==> src/rtl/spi_master_ctrl.sv <==
// Single-byte SPI mode-0 master (CPOL=0, CPHA=0, MSB first): one accepted start pulse
// produces one chip-select framed byte, with a done pulse and, for RECEIVE, a data-valid strobe.
//
// state | meaning
// IDLE  | cs_n high, waiting for start with a valid mode
// SETUP | cs_n low, first TX bit on mosi, sclk low for H cycles
// SHIFT | 8 bits of sclk low/high, H cycles each phase
// HOLD  | sclk low, cs_n low, mosi held, H cycles
// DONE  | one cycle: done pulse, data_out update on RECEIVE
module spi_master_ctrl #(
    parameter int                    CLKS_PER_HALF_BIT = 2,
    parameter int                    W_SPI_MODE        = 2,
    parameter logic [W_SPI_MODE-1:0] SPI_SEND          = W_SPI_MODE'(1),
    parameter logic [W_SPI_MODE-1:0] SPI_RECEIVE       = W_SPI_MODE'(2)
) (
    input  logic                  clk,
    input  logic                  rst_n,
    input  logic [W_SPI_MODE-1:0] control_rd,
    input  logic                  start,
    input  logic [7:0]            data_in,
    output logic [7:0]            data_out,
    output logic                  dv_data_out,
    output logic                  done,
    output logic                  busy,
    output logic                  sclk,
    output logic                  mosi,
    input  logic                  miso,
    output logic                  cs_n
);

    localparam int               DIV_W      = $clog2(CLKS_PER_HALF_BIT) + 1;
    localparam logic [DIV_W-1:0] DIV_RELOAD = DIV_W'(CLKS_PER_HALF_BIT - 1);
    localparam logic [DIV_W-1:0] DIV_ONE    = DIV_W'(1);

    localparam logic [2:0] ST_IDLE  = 3'd0;
    localparam logic [2:0] ST_SETUP = 3'd1;
    localparam logic [2:0] ST_SHIFT = 3'd2;
    localparam logic [2:0] ST_HOLD  = 3'd3;
    localparam logic [2:0] ST_DONE  = 3'd4;

    logic [2:0]       state_q, state_d;
    logic [DIV_W-1:0] div_q, div_d;
    logic [2:0]       bit_q, bit_d;
    logic [7:0]       tx_q, tx_d;
    logic [7:0]       rx_q, rx_d;
    logic [7:0]       data_out_q, data_out_d;
    logic             sclk_q, sclk_d;
    logic             recv_q, recv_d;

    logic mode_valid;
    logic div_zero;

    assign mode_valid = (control_rd == SPI_SEND) || (control_rd == SPI_RECEIVE);
    assign div_zero   = (div_q == '0);

    always_comb begin
        state_d    = state_q;
        div_d      = div_q;
        bit_d      = bit_q;
        tx_d       = tx_q;
        rx_d       = rx_q;
        data_out_d = data_out_q;
        sclk_d     = sclk_q;
        recv_d     = recv_q;

        case (state_q)
            ST_IDLE: begin
                if (start && mode_valid) begin
                    state_d = ST_SETUP;
                    recv_d  = (control_rd == SPI_RECEIVE);
                    tx_d    = (control_rd == SPI_RECEIVE) ? 8'h00 : data_in;
                    rx_d    = 8'h00;
                    bit_d   = 3'd7;
                    div_d   = DIV_RELOAD;
                    sclk_d  = 1'b0;
                end
            end
            ST_SETUP: begin
                if (div_zero) begin
                    state_d = ST_SHIFT;
                    div_d   = DIV_RELOAD;
                end else begin
                    div_d = div_q - DIV_ONE;
                end
            end
            ST_SHIFT: begin
                if (!div_zero) begin
                    div_d = div_q - DIV_ONE;
                end else if (!sclk_q) begin
                    // rising sclk edge doubles as the RX sample point
                    sclk_d = 1'b1;
                    div_d  = DIV_RELOAD;
                    rx_d   = {rx_q[6:0], miso};
                end else begin
                    sclk_d = 1'b0;
                    div_d  = DIV_RELOAD;
                    if (bit_q != 3'd0) begin
                        bit_d = bit_q - 3'd1;
                        tx_d  = {tx_q[6:0], 1'b0};
                    end else begin
                        state_d = ST_HOLD;
                    end
                end
            end
            ST_HOLD: begin
                if (div_zero) begin
                    state_d = ST_DONE;
                    div_d   = DIV_RELOAD;
                    if (recv_q) begin
                        data_out_d = rx_q;
                    end
                end else begin
                    div_d = div_q - DIV_ONE;
                end
            end
            ST_DONE: begin
                state_d = ST_IDLE;
                div_d   = DIV_RELOAD;
            end
            default: begin
                state_d = ST_IDLE;
                sclk_d  = 1'b0;
            end
        endcase
    end

    always_ff @(posedge clk or negedge rst_n) begin
        if (!rst_n) begin
            state_q    <= ST_IDLE;
            div_q      <= '0;
            bit_q      <= 3'd0;
            tx_q       <= 8'h00;
            rx_q       <= 8'h00;
            data_out_q <= 8'h00;
            sclk_q     <= 1'b0;
            recv_q     <= 1'b0;
        end else begin
            state_q    <= state_d;
            div_q      <= div_d;
            bit_q      <= bit_d;
            tx_q       <= tx_d;
            rx_q       <= rx_d;
            data_out_q <= data_out_d;
            sclk_q     <= sclk_d;
            recv_q     <= recv_d;
        end
    end

    assign busy        = (state_q == ST_SETUP) || (state_q == ST_SHIFT) || (state_q == ST_HOLD);
    assign cs_n        = ~busy;
    assign done        = (state_q == ST_DONE);
    assign dv_data_out = done & recv_q;
    assign sclk        = sclk_q;
    assign mosi        = busy & tx_q[7];
    assign data_out    = data_out_q;

endmodule

==> config.mk <==
export PLATFORM = sky130hd
export DESIGN_NAME = spi_master_ctrl
export DESIGN_NICKNAME = d
export VERILOG_FILES = /design/src/rtl/spi_master_ctrl.sv
export SDC_FILE = /design/constraint.sdc
export NUM_CORES = 1
export LEC_CHECK = 0
export ABC_CLOCK_PERIOD_IN_PS = 2400
export CELL_PAD_IN_SITES_DETAIL_PLACEMENT = 0
export CELL_PAD_IN_SITES_GLOBAL_PLACEMENT = 1
export CORE_MARGIN = 1.5
export CORE_UTILIZATION = 26
export CTS_CLUSTER_SIZE = 24
export DETAILED_ROUTE_END_ITERATION = 8
export GPL_TIMING_DRIVEN = 0
export MAX_ROUTING_LAYER = met4
export PLACE_DENSITY = 0.51
export RECOVER_POWER = 50
export SLEW_MARGIN = 5
export SYNTH_ARGS = -nofsm -noshare
export SYNTH_HDL_FRONTEND = slang
export SYNTH_SLANG_ARGS = --single-unit
==> constraint.sdc <==
create_clock -name clk -period 2.4 [get_ports clk]
set_input_delay 0.6 -clock clk [delete_from_list [all_inputs] [get_ports clk]]
set_output_delay 0.6 -clock clk [all_outputs]
set_load 0.01 [all_outputs]
* Word-level counts from Yosys, hierarchy flattened *
Index checks and enable logic that the tools add are counted.

storage, ports and cells
  output and inout port bits = 14
  input bits = 14
  word-level logic and storage cells = 75
  register bits = 34

cells by class
  reduce and logical (&&, ||, !) cells = 18
  muxes and demuxes = 29
  add/sub/neg operators = 2
  equal/unequal tests = 14
  bitwise gates (word level) = 4

operators with widths
  operator                                                               count
  8-bit two-way mux                                                      8
  8-bit case mux with 2 select lines                                     2
  3-bit two-way mux                                                      10
  2-bit != test, second input constant                                   8
  3-bit case mux with 4 select lines                                     1
  3-bit by 2-bit equality test with 1-bit output, second input constant  2
  2-bit case mux with 3 select lines                                     1
  3-bit case mux with 2 select lines                                     1
  3-bit AND reduction                                                    2
  6-bit AND reduction                                                    1
  3-bit nonzero test                                                     2
  3-bit OR reduction                                                     2
  5-bit AND reduction                                                    1
  2-bit two-way mux                                                      2
  2-bit AND reduction                                                    2
  4-bit AND reduction                                                    1
  3-bit by 1-bit equality test with 1-bit output, second input constant  1
  3-bit equality test, second input constant                             1
  3-bit logical NOT                                                      1
  1-bit logical OR                                                       3
  1-bit two-way mux                                                      3
  1-bit case mux with 3 select lines                                     1
  3-bit by 1-bit subtractor with 3-bit output, second input constant     1
  1-bit AND                                                              2
  other kinds (7)                                                        8

* Depth between registers and ports, before layout *
  depth in word-level cells = 5
  mapped depth = 7
  depth with buffers taken out = 7

* Worst setup path before layout *
No wires, ideal clock.

  kind = in2reg
  start = in control_rd[0]
  end = reg rx_q[0]
  arrival = 1,786 ps
  slack = 483 ps
  library setup time = 131 ps
  cell stages on the path = 7
  data required time = 2,269 ps
  buffers on the path = 1
  cell sequence = inv_1 -> ha_1 -> nor3b_1 -> a22oi_2 -> buf_2 -> nand2_1 -> o21ai_1

between the ends
  cells in the longest elaborated chain, start to end = 5
  elaborated cells between the ends (all ways) = 6
  those cells by class = eq/ne (3); reduce/logical (3)

ends and longest elaborated chain
  what                                                                                          RTL line  source
  start: declaration                                                                            18        input logic [W_SPI_MODE-1:0] control_rd,
  2-bit by 1-bit equality test with 1-bit output / 2-bit equality test (equally long branches)  53        assign mode_valid = (control_rd == SPI_SEND) || (control_rd == SPI_RECEIVE);
  1-bit logical OR *                                                                            53
  1-bit logical AND *                                                                           68        if (start && mode_valid) begin
  2-bit != test (no line) *                                                                     n/a
  4-bit AND reduction (no line) *                                                               n/a
  end signal: assignment                                                                        142       rx_q <= rx_d;
  end: declaration                                                                              45        logic [7:0] rx_q, rx_d;

Every way passes the cells marked *; elsewhere a longest branch is shown, timed or not.
A chain may end at the register's enable or synchronous reset.

* Worst setup path in the final report *
  start = reg state_q[1]
  end = out dv_data_out

between the ends
  cells in the longest elaborated chain, start to end = 2

ends and longest elaborated chain
  what                      RTL line  source
  start: declaration        41        logic [2:0] state_q, state_d;
  start signal: assignment  138       state_q <= state_d;
  3-bit equality test       151       assign done = (state_q == ST_DONE);
  1-bit AND                 152       assign dv_data_out = done & recv_q;
  end: declaration          22        output logic dv_data_out,

Every way passes these cells.

==> results.yml <==
run_status:
  outcome: "finished, violations left"
  violations: "max-capacitance violations, max-slew violations"
power_and_ir_drop:
  p_per_area_nw_per_um2: 1270
  leakagePower_nw: 0.952
  seq_power_share_pct: 34.8
  fin_total_pwr_w: 0.00270
  ir_worst_vdd_uv: 399
  p_sw_w: 0.00101
  p_int_w: 0.00169
  swShare_pct: 37.3
  clkPwrFrac_pct: 19.9
  combPwrFrac_pct: 45.3
finish:
  final_nets: 201
  nFillCells: 624
  drive_gt1_share_pct: 17.3
  area_growth_pct: 32.7
  antenna_cells: 0
  fin_util_pct: 35.8
yosys:
  synth_top_area_share_pct: 53.0
  async_reset_ff_share_pct: 100
  synth_edf_count: 0
  yosysTopAreaCell: "dfrtp_1"
  synth_area_leaders: "dfrtp_1 (53%), mux2_1 (5.6%), nand2_1 (4.2%)"
  syn_area_sq_um: 1610
  ys_seq_area_share_pct: 53.0
  ys_ff_latch: 34
  yosys.cell_count.top_type: "dfrtp_1"
  synthesis.nets: 163
  avgSynthCellArea_sq_um: 11.0
  netlist_instances: 146
  synth_cell_type_count: 39
  ys.flop_type: "dfrtp_1"
  synth.yosys.warnings: 0
  ys_top_cells_by_count: "dfrtp_1 (34), nand2_1 (18), o21ai_1 (10), nor2_1 (9), mux2_1 (8)"
worst_setup_path:
  critPathSlowestCell: "clkdlybuf4s50_1"
  endpoint: "dv_data_out"
  path_depth: 4
  crit_start: "state_q[1]"
  cp.buffers_inverters: 2
  critPathKind: "register to primary output"
  r2r_slack_ps: 400
  critPathArrivalTime_ps: 1670
  r2r_end: "tx_q[5]"
  worst-r2r-cell-count: 7
  setup.worst_path.start_class: "register"
  cpPeakStageDelay_ps: 530
  path_cells: "buf_4 > nor2_4 > and3_1 > clkdlybuf4s50_1"
  worstReg2RegStart: "bit_q[0]"
  end_kind: "primary output"
  path_max_fanout: 8
  crit_family: "buffers and inverters"
  required_ps: 1800
timing:
  setup_viol: 0
  fmax_ghz: 0.441
  finalHoldViolations: 0
  final.setup_skew_ps: 1.86
  setup_slack_ps: 131
  rsz0062_at_grt: "false"
  slew_headroom_pct: -27.2
  min_period_ps: 2270
  worst_pin_slew_ps: 1910
  period_share_pct: 94.6
  drv_slew: 35
clock_tree:
  cts-root-buf: "clkbuf_8"
  cts_tree: "done"
  clk_pin_slew_ps: 80
  cts_sinks: 34
  htreeDepth: 2
  clock_latency_ps: 280
  cts_buffer_depth: 2
  cts_buffers: 5
detailed_routing:
  drt.antenna.violating_nets: 0
  routedWlPerCell_um: 14.4
  drt_iter0_drc: 47
  vias: 1220
  viasPerCell: 4.69
  routed_wirelength_mm: 3.75
  remaining_drc_errors: 0
  dr.pass1.iters: 4
place:
  pre_cts_ws_ps: -340
  gp_congestion: 0.733
  port_buffers: 27
  hpwl_mm: 2.57
floorplanning:
  pin_count: 28
  die_h_um: 81.6
  dieWidth_um: 81.6
  dieArea_sq_um: 6660
  fp.coreArea_sq_um: 5960
  initial_core_util_pct: 27.0
  placementRows: 28
hold_path:
  hold_class: "register to register"
grt:
  grt_pass1_vias: 1241
  met3_usage_pct: 3.33
  antenna_found_initial: 0
  overflow: 0
  groute.layer.met2.usage_pct: 20.0
  grt_usage_pct: 13.2
  top_usage_layer: "met2"
  grt_first_pass_wirelength_mm: 6.40
  grt_max_degree: 35
  grt_use_met1_pct: 17.3
run:
  drv_cap: 1
logic make-up after synthesis:
group,synth area share [%]
compound gates,17.8
buf+inv,4.52
mux,5.61
fa+ha+maj,2.34
simple gates,15.7
flops,53.0
xor+xnor,1.09
placed cells by master (no fill, tap or decap), types with 2 or more instances in the layout:
cell and count:
a21o_1 2, nor3_1 2, xnor2_1 2, ha_1 3, dfrtp_1 34, buf_2 2
clkinvlp_4 2, dlymetal6s2s_1 2, nand2_1 18, and2_1 2, a22oi_2 3, mux2_1 8
a22oi_1 7, inv_1 5, dlygate4sd3_1 3, buf_4 6, o21ai_1 9, nor2_1 8
a21oi_1 5, clkbuf_1 2, o21ai_2 2, clkdlybuf4s50_1 20, o2bb2ai_1 7, clkbuf_8 5
flip-flops by register name, summed over array words and instances (netlist names):
register,cells
state_q,3
div_q,2
tx_q,8
bit_q,3
data_out,8
rx_q,8
sclk,1
recv_q,1
routing by layer:
layer	share of wire (%)	up-vias	wire length (um)
li1	-	600	-
met1	48	602	1790
met2	49	14	1830
met3	2.9	4	107
met4	0.59	0	22
met5	0	-	0
repair_timing:
item,in CTS,in global routing
endpoints found under the setup margin,12,17
setup buffers,4,0
resized for setup,8,4
endpoints found under the hold margin,0,0
pin swaps,1,0
hold buffers,0,0
cloned,0,0
worst min path at each step:
stage	to	start	cells past startpoint	slack, ps
floorplan	bit_q[0]	rst_n	0	300
global placement	tx_q[0]	tx_q[0]	1	470
detailed placement	tx_q[6]	tx_q[6]	1	470
CTS	div_q[0]	rst_n	1	420
global route	tx_q[6]	tx_q[6]	1	510
finish	data_out[3]	data_out[3]	1	480
power groups by stage:
| stage | Clock, W | Combinational, W | Sequential, W |
|---|---|---|---|
| finish | 0.000538 | 0.00123 | 0.000941 |
| global route | 0.000584 | 0.00137 | 0.000976 |
| CTS | 0.000559 | 0.00128 | 0.000946 |
| detailed placement | 0 | 0.00119 | 0.000960 |
| global placement | 0 | 0.00117 | 0.000953 |
| floorplan | 0 | 0.000753 | 0.000956 |
stage by stage:
step	hold WS [ps]	area (sq um)	setup TNS [ps]	instances
after floorplan	304	1610	0	146
after global placement	467	1970	-7650	248
after detailed placement	474	1970	-5790	248
after CTS	420	2130	0	260
after global routing	506	2130	0	260
final	484	2130	0	260
cell type report:
cell class                 count  area (sq um)  area share [%]
sequential                    34           851            39.9
multi-input combinational     98           702            32.9
timing repair buffer          31           298            14.0
tap                           75          93.8            4.40
clock buffer                   5          68.8            3.23
buffer                         7          47.5            2.23
clock inverter                 3          45.0            2.11
inverter                       7          26.3            1.23
Note: power is estimated with default switching activity, not from simulation.
==> patch: new RTL, same flow settings <==
Take the reset off `tx_q`, `rx_q` and `data_out_q` and load them in a clocked block of their own.
--- a/src/rtl/spi_master_ctrl.sv
+++ b/src/rtl/spi_master_ctrl.sv
@@ -130,7 +130,4 @@
             div_q      <= '0;
             bit_q      <= 3'd0;
-            tx_q       <= 8'h00;
-            rx_q       <= 8'h00;
-            data_out_q <= 8'h00;
             sclk_q     <= 1'b0;
             recv_q     <= 1'b0;
@@ -139,10 +136,13 @@
             div_q      <= div_d;
             bit_q      <= bit_d;
-            tx_q       <= tx_d;
-            rx_q       <= rx_d;
-            data_out_q <= data_out_d;
             sclk_q     <= sclk_d;
             recv_q     <= recv_d;
         end
+    end
+
+    always_ff @(posedge clk) begin
+        tx_q       <= tx_d;
+        rx_q       <= rx_d;
+        data_out_q <= data_out_d;
     end
 
Check against the original RTL: same outputs for any inputs over 10 cycles, from zero or initial values and one cycle with rst_n low; that may be too few to reach the edited logic, so the function may still have changed.
==> patch against the unedited design <==
- routed wire length is 14% lower
- register-to-register slack got worse by 0.07 ns
- area after synthesis fell by 3.9%
- die area down 3.8%
- sequential cell count did not move
- design area down 4.2%
- setup slack lost 0.030 ns
- global-route usage shrank 1.5 points
- via count decreased by 14%
- sequential power fell by 2.8%
- count of clock-buffer cells in the layout stayed put
- maximum frequency shrank 1.3%
- total power shrank 20%
- critical endpoint unchanged
==> patch: results (changes against the unedited design) <==
The flow ran to the end, and the final reports show no timing, DRC or antenna violations. The peak supply drop is 389 µV (-2.4%). The top fanout value on the critical path is 10 (+2).

The number of diodes is 0 (unchanged). The cell with the largest stage delay on the worst path is sky130_fd_sc_hd__clkdlybuf4s50_1. The worst-case setup slack after placement is -0.728 ns (-0.387 ns). The post-synthesis async set-or-reset flop share is 0.294 (-0.706). The overall track demand over capacity in global routing came to 0.117 (-0.0146). The final weighted congestion in routability-driven placement is 0.748 (+2.0%). The via count of the first global-routing pass came out at 1095 (-12%). The first-iteration detailed-routing DRC count is 56 (+19%). The number of max-cap violations came out at 0 (-1).

The half-perimeter wire length of the detailed placement result came out at 2.19 mm (-15%). The arrival time at the worst endpoint came out at 1.70 ns (+0.03 ns). The final routed wire length divided by cell count was 14.0 µm (-2.9%).

The number of different library cells in the post-synthesis netlist came out at 35 (-10%). The global-route wire length before repair was 5.38 mm (-16%). The kind of cell with the highest combined delay on the critical path is buffers and inverters. Sorting the synthesized cells by how often they occur yields sky130_fd_sc_hd__edfxtp_1, sky130_fd_sc_hd__and2_1, sky130_fd_sc_hd__dfrtp_1. The count of port buffers added during placement is 27 (unchanged). The clock root buffer is sky130_fd_sc_hd__clkbuf_8. The sequential-to-total area share from yosys stat is 0.629 (+0.0993). The min-delay analysis places its worst path in the category register to register. The largest buffer count on any clock path is 2 (unchanged). After synthesis, the cell types taking the most area are sky130_fd_sc_hd__edfxtp_1, sky130_fd_sc_hd__dfrtp_1, sky130_fd_sc_hd__and2_1.

The H-tree depth came out at 2 (unchanged). The detailed-route vias per instance came out at 4.52 (-3.6%). For this run, the leading register cell type out of synthesis is sky130_fd_sc_hd__edfxtp_1. The number of synthesized flops with an enable pin is 24 (+24). The stage delay of the slowest cell on the critical path is 0.53 ns (about the same). The first-pass detailed-route iteration total is 2 (-2). The cell leakage power is 0.773 nW (-19%). The count of fill cells added during filler insertion came out at 578 (-7.4%). The fraction of layout instances using a drive strength above 1 is 0.126 (-0.0472). The number of buffers added by the clock tree synthesis step came out at 5 (unchanged). The maximum number of pins on one net before global-route repair is 12 (-66%). The initial antenna violation count is 0 (unchanged).

The clock transition at the register clock pins on the worst setup and hold paths after CTS is 0.07 ns. The worst slew margin relative to its limit came to 0.457 (+0.729). The worst-case clock skew came out at 0.00215 ns (+0.000289 ns). The latest clock arrival within the worst-skew pair is 0.28 ns (about the same). The count of synthesis-stage warnings from yosys is 0 (unchanged). The net count after synthesis came out at 138 (-15%).

The net count reported at finish is 175 (-13%).
## patch: cell count changes in the layout (fill, tap and decap cells not counted), sizes merged, moves of 5 or more
cell     change
and2         +8
nand2b       +6
nor2         -8
edfxtp      +24
mux2         -5
a22oi       -10
dfrtp       -24
o2bb2ai      -7
nand2        -9
## patch: cells by family after synthesis
logic type,Yosys count,synth area share
DFF,34,0.629
buffers and inverters,12,0.0397
and+or+nand+nor,48,0.196
xor gates and xnor gates,1,0.00567
muxes,3,0.0219
AOI/OAI and AO/OA,20,0.0835
adders and majority gates,3,0.0243
## patch: per-stage QoR
stage	total power [mW]	instances	instance area [µm²]
after CTS	2.21	230	2040
final	2.18	231	2040
after global routing	2.34	231	2040
after global placement	1.70	220	1900
after floorplan	1.44	121	1540
after detailed placement	1.72	220	1900
## patch: power breakdown
group	leakage, nW	internal (mW)	switching [mW]
Combinational	0.392	0.395	0.461
Sequential	0.340	0.843	0.0725
Clock	0.0416	0.198	0.206
## patch: area by class of cell
cell class                 count  share of cell area
buffer                         6              0.0178
inverter                       6              0.0110
tap                           72              0.0441
clock inverter                 3             0.00797
timing repair buffer          30               0.151
sequential                    34               0.475
clock buffer                   5              0.0337
multi-input combinational     75               0.259
## patch: path summary, 6_finish.rpt
path / slack, ns / start / endpoint / depth (start not counted)
max: 0.10 / state_q[1]$_DFFE_PN0P_ / dv_data_out / 4
min in group asynchronous: 0.76 / rst_n / sclk$_DFFE_PN0P_ / 1
max reg2reg: 0.33 / state_q[1]$_DFFE_PN0P_ / tx_q[1]$_DFFE_PP_ / 4
min: 0.44 / rx_q[7]$_SDFFCE_PP0P_ / data_out[7]$_DFFE_PP_ / 0
max in group asynchronous: 1.27 / rst_n / div_q[0]$_DFFE_PN0P_ / 1
min reg2reg: 0.44 / rx_q[7]$_SDFFCE_PP0P_ / data_out[7]$_DFFE_PP_ / 0
## patch: per-layer routing
metal | vias up | GRT usage | part of all wire
met5 | - | - | 0
met4 | 0 | 0.0466 | 0.0046
met3 | 2 | 0.0352 | 0.041
met2 | 23 | 0.168 | 0.46
met1 | 514 | 0.155 | 0.49
li1 | 506 | - | -
## patch: repair_timing
| action | 4_1_cts | 5_1_grt |
|---|---|---|
| hold endpoints to repair | 0 | 0 |
| resized for setup | 5 | 2 |
| buffers inserted | 2 | 1 |
| setup endpoints to repair | 14 | 2 |
| cloned | 0 | 0 |
| pin swaps | 2 | 1 |
